--- src/rtl/cic_ctrl_pkg.sv ---
// -----------------------------------------------------------------------------
// cic_ctrl_pkg
// Shared definitions for the CIC decimator control block:
//   - cic_state_t    : control FSM state encoding (IDLE is all-zero)
//   - DEC_LOG2_MIN/MAX: legal range of log2(decimation factor)
//   - DATA_W_DEF     : default CIC output word width
//   - CNT_W          : width of the phase counter (covers D up to 256)
//   - clamp_dec_log2 : folds an out-of-range dec_log2 into the legal range
// -----------------------------------------------------------------------------
package cic_ctrl_pkg;

    localparam int DATA_W_DEF   = 25;
    localparam int DEC_LOG2_MIN = 4;
    localparam int DEC_LOG2_MAX = 8;
    localparam int CNT_W        = 8;

    typedef enum logic [1:0] {
        IDLE   = 2'd0,
        SETTLE = 2'd1,
        RUN    = 2'd2
    } cic_state_t;

    function automatic logic [3:0] clamp_dec_log2(input logic [3:0] v);
        if (v < 4'(DEC_LOG2_MIN)) begin
            return 4'(DEC_LOG2_MIN);
        end else if (v > 4'(DEC_LOG2_MAX)) begin
            return 4'(DEC_LOG2_MAX);
        end else begin
            return v;
        end
    endfunction

endpackage

--- src/rtl/cic_phase_gen.sv ---
// -----------------------------------------------------------------------------
// cic_phase_gen
// Decimation phase counter. Counts 0..D-1 (D = 2^i_k) while i_run is high and
// is held at 0 otherwise. Produces the divided clock for the comb/output
// stages and a one-cycle strobe on the last phase of each period.
//
// Ports:
//   clk       in  modulator-rate clock
//   reset     in  asynchronous active-high reset
//   i_run     in  counter enable; low forces cnt and div_clk to 0
//   i_k       in  log2 of the decimation factor, already clamped to 4..8
//   o_div_clk out registered cnt[i_k-1]: 50% duty, period D, low when idle
//   o_strobe  out high for the single cycle in which cnt == D-1
// -----------------------------------------------------------------------------
module cic_phase_gen
    import cic_ctrl_pkg::*;
(
    input  logic       clk,
    input  logic       reset,
    input  logic       i_run,
    input  logic [3:0] i_k,
    output logic       o_div_clk,
    output logic       o_strobe
);

    logic [CNT_W-1:0] r_cnt;
    logic             r_div_clk;
    logic [CNT_W:0]   w_d;
    logic [CNT_W:0]   w_d_m1;
    logic [CNT_W-1:0] w_last;
    logic [2:0]       w_msb;
    logic             w_wrap;

    // D = 2^k needs one bit more than the counter when k = 8; D-1 always fits.
    assign w_d    = 9'd1 << i_k;
    assign w_d_m1 = w_d - 9'd1;
    assign w_last = w_d_m1[CNT_W-1:0];
    // k-1 in 3 bits: k = 8 wraps to index 7, k = 4 gives index 3.
    assign w_msb  = i_k[2:0] - 3'd1;
    assign w_wrap = (r_cnt == w_last);

    always_ff @(posedge clk or posedge reset) begin
        if (reset) begin
            r_cnt     <= '0;
            r_div_clk <= 1'b0;
        end else if (!i_run) begin
            r_cnt     <= '0;
            r_div_clk <= 1'b0;
        end else begin
            r_cnt     <= w_wrap ? '0 : r_cnt + 8'd1;
            r_div_clk <= r_cnt[w_msb];
        end
    end

    assign o_div_clk = r_div_clk;
    assign o_strobe  = i_run && w_wrap;

endmodule

--- src/rtl/cic_decim_ctrl.sv ---
// -----------------------------------------------------------------------------
// cic_decim_ctrl
// Control block for a CIC decimator: generates the divided clock and the
// decimation strobe, discards the first SETTLE_N decimated outputs after each
// start while the filter fills, then captures one sample per decimation period
// into a single-entry output register.
//
// Output handshake: sample_valid high means sample_data holds a sample not yet
// taken. A transfer happens in any cycle with sample_valid && sample_ready;
// sample_valid then drops the next cycle unless a new capture lands in that
// same cycle. A capture while sample_valid=1 and sample_ready=0 overwrites the
// old sample and sets the sticky overrun flag.
//
// Ports:
//   clk          in  modulator-rate clock (only clock)
//   reset        in  asynchronous active-high reset
//   enable       in  level run request
//   dec_log2     in  log2 of decimation factor, latched on start, clamped 4..8
//   cic_out      in  filter output word
//   div_clk      out divided clock for comb/output stages
//   dec_strobe   out one-cycle pulse per decimation period
//   sample_data  out captured decimated sample
//   sample_valid out sample_data holds an unconsumed sample
//   sample_ready in  consumer accepts the sample
//   overrun      out sticky: a sample was overwritten before acceptance
//   overrun_clr  in  synchronous clear of overrun (a new overrun wins)
//   busy         out FSM is not IDLE
//   dbg_state    out current FSM state, for observation
// -----------------------------------------------------------------------------
module cic_decim_ctrl
    import cic_ctrl_pkg::*;
#(
    parameter int DATA_W   = DATA_W_DEF,
    parameter int SETTLE_N = 3            // must be >= 1
) (
    input  logic              clk,
    input  logic              reset,
    input  logic              enable,
    input  logic [3:0]        dec_log2,
    input  logic [DATA_W-1:0] cic_out,
    output logic              div_clk,
    output logic              dec_strobe,
    output logic [DATA_W-1:0] sample_data,
    output logic              sample_valid,
    input  logic              sample_ready,
    output logic              overrun,
    input  logic              overrun_clr,
    output logic              busy,
    output cic_state_t        dbg_state
);

    cic_state_t        r_state;
    cic_state_t        w_state_next;
    logic [3:0]        r_k_q;
    logic [7:0]        r_settle_cnt;
    logic [DATA_W-1:0] r_sample_data;
    logic              r_sample_valid;
    logic              r_overrun;
    logic              w_run;
    logic              w_strobe;
    logic              w_div_clk;
    logic              w_settle_done;
    logic              w_capture;

    // Dropping enable stops the counter on the same edge the FSM leaves for IDLE.
    assign w_run         = (r_state != IDLE) && enable;
    assign w_settle_done = (r_state == SETTLE) && w_strobe &&
                           (r_settle_cnt == 8'(SETTLE_N - 1));
    assign w_capture     = (r_state == RUN) && w_strobe;

    cic_phase_gen u_phase_gen (
        .clk       (clk),
        .reset     (reset),
        .i_run     (w_run),
        .i_k       (r_k_q),
        .o_div_clk (w_div_clk),
        .o_strobe  (w_strobe)
    );

    // ---------------- FSM ----------------
    always_ff @(posedge clk or posedge reset) begin
        if (reset) begin
            r_state <= IDLE;
        end else begin
            r_state <= w_state_next;
        end
    end

    always_comb begin
        w_state_next = r_state;
        case (r_state)
            IDLE: begin
                if (enable) w_state_next = SETTLE;
            end
            SETTLE: begin
                if (!enable)            w_state_next = IDLE;
                else if (w_settle_done) w_state_next = RUN;
            end
            RUN: begin
                if (!enable) w_state_next = IDLE;
            end
            default: w_state_next = IDLE;
        endcase
    end

    // Decimation factor is frozen for the whole run; only sampled on start.
    always_ff @(posedge clk or posedge reset) begin
        if (reset) begin
            r_k_q <= 4'(DEC_LOG2_MIN);
        end else if ((r_state == IDLE) && enable) begin
            r_k_q <= clamp_dec_log2(dec_log2);
        end
    end

    always_ff @(posedge clk or posedge reset) begin
        if (reset) begin
            r_settle_cnt <= '0;
        end else if (!w_run) begin
            r_settle_cnt <= '0;
        end else if ((r_state == SETTLE) && w_strobe) begin
            r_settle_cnt <= r_settle_cnt + 8'd1;
        end
    end

    // ---------------- output register ----------------
    always_ff @(posedge clk or posedge reset) begin
        if (reset) begin
            r_sample_data  <= '0;
            r_sample_valid <= 1'b0;
            r_overrun      <= 1'b0;
        end else begin
            if (w_capture) begin
                r_sample_data  <= cic_out;
                r_sample_valid <= 1'b1;
            end else if (r_sample_valid && sample_ready) begin
                r_sample_valid <= 1'b0;
            end

            if (w_capture && r_sample_valid && !sample_ready) begin
                r_overrun <= 1'b1;
            end else if (overrun_clr) begin
                r_overrun <= 1'b0;
            end
        end
    end

    assign div_clk      = w_div_clk;
    assign dec_strobe   = w_strobe;
    assign sample_data  = r_sample_data;
    assign sample_valid = r_sample_valid;
    assign overrun      = r_overrun;
    assign busy         = (r_state != IDLE);
    assign dbg_state    = r_state;

endmodule

--- config.mk ---
export PLATFORM = sky130hd
export DESIGN_NAME = cic_decim_ctrl
export DESIGN_NICKNAME = d
export VERILOG_FILES = /design/src/rtl/cic_ctrl_pkg.sv /design/src/rtl/cic_phase_gen.sv /design/src/rtl/cic_decim_ctrl.sv
export SDC_FILE = /design/constraint.sdc
export NUM_CORES = 1
export LEC_CHECK = 0
export CORE_UTILIZATION = 45
export DETAILED_ROUTE_END_ITERATION = 12
export MAX_ROUTING_LAYER = met4
export PLACE_DENSITY = 0.83
export SYNTH_ARGS = -nofsm -noshare
export SYNTH_HDL_FRONTEND = slang
export SYNTH_SLANG_ARGS = --single-unit
--- constraint.sdc ---
create_clock -name clk -period 11 [get_ports clk]
set_input_delay 2.75 -clock clk [delete_from_list [all_inputs] [get_ports clk]]
set_output_delay 2.75 -clock clk [all_outputs]
set_load 0.02 [all_outputs]
==> flow_summary.toml <==
[worst_setup_path]
max_stage_delay_ns = 0.74
reg2reg_to = "sample_data[16]$_DFFE_PP0P_"
r2r_cells = 11
r2r_start = "r_k_q[0]$_DFFE_PP0P_"
critPathCaptureType = "primary output"
cp_slowest_cell = "clkdlybuf4s50_1"
worstPathRequired_ns = 8.25
critPathArrivalTime_ns = 4.63
rrSetupSlack_ns = 6.93
critPathKind = "in -> out"
path_max_fanout = 13
cp_cell_sequence = "clkdlybuf4s50_1 > nand2_1 > nor2_1 > clkdlybuf4s50_1"
crit_top_cell = "clkdlybuf4s50_1"
cp-start-kind = "primary input"

[status]
status = "completed"

[logic_synthesis]
synth.most_common_cell = "dfrtp_1"
ys.flop_type = "dfrtp_1"
ys_top_cells_by_area = "dfrtp_1 45%, mux2_4 9.9%, ha_1 4.1%, mux2_2 3.3%, xnor2_1 3.2%"
yosys_warnings = 0
synthesis.area_um2 = 2740
synth_xor_area_frac = 0.0639
synth_compound_area_frac = 0.0936
synthTopCellsByCount = "49 x dfrtp_1, 18 x mux2_4, 18 x nand2_1"
synth-simple-area-share = 0.148
synthMuxAreaShare = 0.159
avgSynthCellArea_um2 = 11.8
synth_area_leader_cell = "dfrtp_1"
yosys_register_bits = 50
synth-edff-count = 0
postSynthCellCount = 232
yosysSeqAreaShare = 0.457
async_flop_share = 1.00
synth_fa_ha_area_frac = 0.0411
synth_fp_nets = 275
synth_top_area_frac = 0.447
ys_types = 47
synth_top_family_by_area = "multiplexers"

[finish]
fin_nets = 337
drive_gt1_frac = 0.139
postLayoutCoreUtil = 0.595
area_growth_pct = 27.7
insertedDiodeCount = 0

[cts]
cts_setup_buffers = 0
cts-buffers-inserted = 5
clk_latency_ns = 0.30
path_clk_slew_ns = 0.09
cts_resized = 0
cts_root_buffer = "clkbuf_8"
htreeDepth = 2
ctsHoldBuffers = 0
cts_tree = "yes"
cts_sinks = 50
clock_path_buffers = 2

[timing]
whs_ns = 0.511
fin_crit_sh = 0.671
tightest_slew_ns = 1.01
skew_ns = 0.00496
hold_viol = 0
min_period_ns = 7.38
setup-violations-final = 0
finalMaxSlewViolations = 0
timing.fmax_ghz = 0.136
rsz0062_at_grt = "no"
worst_slack_ns = 3.62
relSlewSlack = 0.326
finalSetupTns_ns = 0

[route]
dr.pass1.iters = 4
routedWlPerCell_um = 15.2
vias = 1975
drc = 0
via_per_inst = 5.34
wl_um = 5630
ant_nets = 0
drt_iter0_markers = 76

[global_route]
grt_overflow = 0
gr-usage-met2 = 0.330
grt_max_degree = 51
grt_usage = 0.195
grt_use_met1 = 0.232
antenna_found_initial = 0
grt_pass1_wl_um = 9270
grt_pass1_vias = 2039
grt.met3_usage = 0.0400
grt-busiest-layer = "met2"

[floorplan]
core_um2 = 5890
start_util = 0.466
dieArea_um2 = 6410
rows = 28
ios = 66
die_h_um = 80.0
dieWidth_um = 80.0

[min_path]
min_path_cells = 1
min-delay-start = "sample_data[5]$_DFFE_PP0P_"
hold_path.class = "reg -> reg"
holdPathEnd = "sample_data[5]$_DFFE_PP0P_"

[place]
place.gp.congestion = 0.818
post-place-ws_ns = 3.65
post-dp-hpwl_um = 4070
portBuffers = 65

[flow_run]
cap_violations = 0

[power]
cellLeakagePower_uw = 0.00156
peakVddDrop_v = 0.0000781
p_per_area_nw_per_um2 = 98.6
[cell usage in the layout (no fill, tap or decap), drive strengths merged, types with 2 or more instances in the layout]
cell           netlist  final
nor4                 4      4
a211oi               2      2
inv                  9      9
mux4                 2      2
o31ai                2      2
clkdlybuf4s50        0     65
o2111ai              2      2
nor2b                6      6
a31oi                3      3
mux2                26     26
o21ai                5      5
o31a                 3      3
ha                   9      9
nor3                 8      8
nor3b                3      3
nand3                9      9
nand2b               3      3
and3                 8      8
xor2                10     10
nand2               18     18
o2bb2ai              4      4
clkbuf               2      7
nor2                 9      9
mux2i                3      3
xnor2               10     10
dfrtp               49     49
[per-layer routing]
| metal | up-vias | share of wire |
|---|---|---|
| li1 | 952 | - |
| met1 | 959 | 0.43 |
| met2 | 55 | 0.51 |
| met3 | 9 | 0.040 |
| met4 | 0 | 0.020 |
| met5 | - | 0 |
[critical path: cells and delay by family]
kind                   cells  cell delay (ns)
AND/OR/NAND/NOR            2             0.52
buffers and inverters      2             1.36
[layout make-up]
cell class | instances | area, µm²
clock inverter | 1 | 7.51
multi-input combinational | 163 | 1390
sequential | 50 | 1250
fill | 508 | 2390
tap | 75 | 93.8
clock buffer | 7 | 76.3
timing repair buffer | 65 | 651
inverter | 9 | 33.8
[through the flow]
step           cells  instance area (µm²)  power, µW
2_1_floorplan    232                 2740        227
3_3_place_gp     362                 3420        244
3_5_place_dp     362                 3420        246
4_1_cts          370                 3500        349
5_1_grt          370                 3500        361
6_report         370                 3500        345
[how the worst max path moves through the flow]
stage | startpoint | end | depth (start not counted)
5_1_grt | enable | dec_strobe | 4
6_report | enable | dec_strobe | 4
3_3_place_gp | enable | dec_strobe | 4
3_5_place_dp | enable | dec_strobe | 4
4_1_cts | enable | dec_strobe | 4
2_1_floorplan | enable | dec_strobe | 3
[sequential cells by signal, summed over array words and instances (netlist names)]
register               cells
dbg_state                  2
overrun                    1
r_k_q                      4
r_settle_cnt               8
sample_data               25
sample_valid               1
u_phase_gen.o_div_clk      1
u_phase_gen.r_cnt          8
[cell families after synthesis]
group	after synthesis
multiplexers	31
adder cells (fa/ha/maj)	9
AND/OR/NAND/NOR	72
AO/OA/AOI/OAI	31
flip-flops	50
XOR/XNOR	20
buffers and inverters	19
[power breakdown]
group	switching, µW	internal [µW]	total, µW
clock	57.9	45.1	103
sequential	5.60	186	192
combinational	25.3	25.0	50.3
Power figures use the tool's default switching activity.
==> RTL edit 1, RTL diff (config.mk and constraints unchanged) <==
Put one more register stage on the output `dbg_state`. The value now appears one clock later. The other outputs are not delayed to match.
--- a/src/rtl/cic_decim_ctrl.sv
+++ b/src/rtl/cic_decim_ctrl.sv
@@ -150,7 +150,9 @@
     assign sample_valid = r_sample_valid;
     assign overrun      = r_overrun;
     assign busy         = (r_state != IDLE);
-    assign dbg_state    = r_state;
+    always_ff @(posedge clk) begin
+        dbg_state <= r_state;
+    end
 
 endmodule
 
Function: changed (Yosys sat finds a counterexample within 4 cycles, from zero or initial values and one cycle with reset high).
==> RTL edit 1 against the unedited design <==
Power increased by 12%; wire length is 6.7% higher; design area increased by 3.0%; area after synthesis increased by 2.6%; fmax is 3.8% higher; global-route usage increased by 0.37 points; sequential cell count up 2; setup slack improved by 270 ps; critical path type unchanged; critical endpoint unchanged.
==> RTL edit 1: results (changes against the unedited design) <==
Detailed routing
  • Initial DRC Count: 143 (was 76)
  • Drt pass-1 iters: 5 (was 4)
  • WL/cell: 15.0 um (was 15.2 um)

Final layout
  • Buffering overhead: 0.183 (was 0.186)
  • Non-Clock Inverter Count: 11 (was 9)
  • Non-clk bufs: 66 (was 65)
  • Multi-In Gates: 188 (was 163)
  • Multi-input gate share of total cell area: 0.390 (was 0.396)
  • Total Nets Final: 367 (was 337)
  • Layout clock area frac: 0.0309 (was 0.0240)
  • Layout cells sized above 1: 0.138 (was 0.139)
  • Filler Cell Count: 502 (was 508)

STA
  • Hold WS: 504 ps (was 511 ps)
  • Worst-Margin Slew: 1020 ps (was 1010 ps)

Placed design
  • GP Congestion: 0.860 (was 0.818)
  • HPWL after DPL: 4.18 mm (was 4.07 mm)

Synthesis
  • Synth Area in XOR/XNOR: 0.0529 (was 0.0639)
  • Async SR Flop Fraction: 0.962 (was 1.00)
  • Post-Synth Adder-Cell Area: 0.0400 (was 0.0411)
  • Post-Syn Nets: 308 (was 275)
  • #FFs+latches synth: 52 (was 50)
  • Synth cell types: 49 (was 47)
  • Synth area leaders: dfrtp_1, mux2_2, ha_1 (was dfrtp_1, mux2_4, ha_1)
  • Synth Area in Compound Gates: 0.100 (was 0.0936)

Power
  • VDD IR max: 0.0692 mV (was 0.0781 mV)
  • LEAKAGE: 0.00154 uW (was 0.00156 uW)

Global routing
  • Vias in the first global route: 2,220 (was 2,039)
  • Largest net degree at the start of global routing: 51 (unchanged)
  • First-pass GRT wire length: 9.85 mm (was 9.27 mm)
  • Initial antenna violation count: 0 (unchanged)
  • Tot GR Track Use: 0.199 (was 0.195)

Worst setup path
  • R2R setup slack: 7560 ps (was 6930 ps)
  • CP arrival: 4350 ps (was 4630 ps)
  • Largest fanout on the critical path: 9 (was 13)
  • Slowest cell delay on critical path: 650 ps (was 740 ps)
  • Reg2Reg Capture Point: sample_data[23] (was sample_data[16])

Clock tree
  • Post-cts sizing count: 0 (unchanged)

Worst hold path
  • Hold path startpoint: overrun (was sample_data[5])
  • End of the worst hold path: overrun (was sample_data[5])
  • Hold Path Stages: 1 (unchanged)

Run status
  • Status: complete, no violations (unchanged)
==> RTL edit 1: per-stage QoR <==
step | cell area (um2) | worst slack (ps) | instances
finish | 3600 | 3900 | 400
detailed placement | 3490 | 3880 | 392
global placement | 3490 | 3940 | 392
floorplan | 2810 | 4510 | 265
CTS | 3600 | 3890 | 400
global route | 3600 | 3780 | 400
==> RTL edit 1: kinds of logic (layout without fill, tap and decap cells) <==
group                      Yosys count  after routing
AOI/OAI and AO/OA                   36             36
buffers and inverters               25             85
xor gates and xnor gates            17             17
DFF                                 52             52
muxes                               30             30
and+or+nand+nor                     96             96
adders and majority gates            9              9
==> RTL edit 1: per-layer routing <==
layer  vias up  part of all wire  global-route usage
met4         0            0.0063              0.0571
met3         5             0.048              0.0270
met5         -                 0                   -
met1      1108              0.41               0.231
li1       1068                 -                   -
met2        79              0.54               0.356
==> RTL edit 1: report_power, final <==
part	total [uW]	internal, uW	switching [uW]
logic	52.9	26.2	26.7
clock network	133	68.8	64.2
registers	200	194	5.83
==> RTL edit 2, RTL diff (same flow settings) <==
Made on the original files. `DATA_W_DEF`: 25 -> 50.
--- a/src/rtl/cic_ctrl_pkg.sv
+++ b/src/rtl/cic_ctrl_pkg.sv
@@ -9,7 +9,7 @@
 // -----------------------------------------------------------------------------
 package cic_ctrl_pkg;
 
-    localparam int DATA_W_DEF   = 25;
+    localparam int DATA_W_DEF   = 50;
     localparam int DEC_LOG2_MIN = 4;
     localparam int DEC_LOG2_MAX = 8;
     localparam int CNT_W        = 8;
Ports: changed (resized cic_out and sample_data); port bits go from 66 to 116. No check against the original RTL was run, so the function may have changed too.
==> RTL edit 2 against the unedited design <==
Design area increased by 48%; setup slack got worse by 46 ps; sequential power increased by 47%; area after synthesis increased by 39%; sequential cell count increased by 25; fmax decreased by 0.62%; wire length increased by 40%; power increased by 59%; non-clock buffer count increased by 52; largest power group unchanged; highest routed layer unchanged.
==> RTL edit 2: results (changes against the unedited design) <==
Run status
  • Status: complete, no violations (unchanged)

Placed design
  • GP Congestion: 0.884 (was 0.818)
  • HPWL after DPL: 5.69 mm (was 4.07 mm)
  • Number of port buffers: 115 (was 65)
  • Post-Place Cells: 496 (was 362)
  • Placement Cell Area: 4980 um2 (was 3420 um2)

Final layout
  • Total Nets Final: 470 (was 337)
  • Cell Count, Final, Fillers Out: 511 (was 370)
  • Layout cells sized above 1: 0.200 (was 0.139)
  • Max reg flops: 50 (was 25)

Power
  • Clock power share: 0.374 (was 0.298)
  • VDD IR max: 0.0619 mV (was 0.0781 mV)
  • LEAKAGE: 0.00230 uW (was 0.00156 uW)
  • Clk power: 206 uW (was 103 uW)
  • Sequential fraction of design power: 0.514 (was 0.556)
  • Internal: 416 uW (was 256 uW)

Worst setup path
  • CP arrival: 4670 ps (was 4630 ps)
  • Reg2Reg Capture Point: sample_data[49] (was sample_data[16])
  • R2R setup slack: 7110 ps (was 6930 ps)
  • Largest fanout on the critical path: 9 (was 13)

Worst hold path
  • Hold path startpoint: overrun (was sample_data[5])
  • Hold Path Class: register to register (unchanged)
  • End of the worst hold path: overrun (was sample_data[5])

Detailed routing
  • Initial DRC Count: 89 (was 76)
  • WL/cell: 15.5 um (was 15.2 um)

Synthesis
  • Post-synthesis instance total: 285 (was 232)
  • Most frequent cells after synthesis: dfrtp_1, mux2_4, nor2_1 (was dfrtp_1, mux2_4, nand2_1)
  • Post-Syn Nets: 353 (was 275)
  • Synth Area in XOR/XNOR: 0.0436 (was 0.0639)
  • Synth cell types: 50 (was 47)
  • Post-Synth Adder-Cell Area: 0.0295 (was 0.0411)
  • Synth area leaders: dfrtp_1, mux2_4, ha_1 (unchanged)
  • Post-synthesis sequential area ratio: 0.492 (was 0.457)
  • Post-synthesis mux area share: 0.215 (was 0.159)

STA
  • Hold WS: 512 ps (was 511 ps)
  • Worst Skew: 13.7 ps (was 4.96 ps)
  • Rel. slew slack: 0.381 (was 0.326)
  • F_max: 135 MHz (was 136 MHz)

Global routing
  • First-pass GRT wire length: 12.6 mm (was 9.27 mm)
  • Tot GR Track Use: 0.192 (was 0.195)
  • Largest net degree at the start of global routing: 76 (was 51)
  • Vias in the first global route: 2,576 (was 2,039)

Clock tree
  • H-tree depth: 3 (was 2)
  • Clk_lat worst skew: 340 ps (was 300 ps)
  • TritonCTS buffer count: 9 (was 5)
[RTL edit 2: changes by cell type after synthesis, sizes merged, moves of 4 or more]
| cell | change |
|---|---|
| o211ai | +4 |
| mux2 | +25 |
| nor3 | -7 |
| o2bb2ai | -4 |
| nand3 | +5 |
| nor2 | +9 |
| dfrtp | +25 |
[RTL edit 2: metal layers]
metal,track usage,up-vias,wire [um],part of all wire
met3,0.0461,10,526,0.067
met1,0.236,1288,3410,0.43
met4,0.0795,0,99,0.013
li1,-,1243,-,-
met5,-,-,0,0
met2,0.304,105,3870,0.49
[RTL edit 2: area by class of cell]
type / instances / area, um2
Clock buffer: 9 / 124
Clock inverter: 6 / 65.1
Fill cell: 637 / 3050
Inverter: 10 / 37.5
Multi-Input combinational cell: 189 / 1760
Sequential cell: 75 / 1880
Tap cell: 105 / 131
Timing Repair Buffer: 117 / 1170
[RTL edit 2: worst max-delay path, stage by stage]
cell             delay (ps)
clkdlybuf4s50_1         570
nor2b_1                 500
and3_1                  250
clkdlybuf4s50_1         600
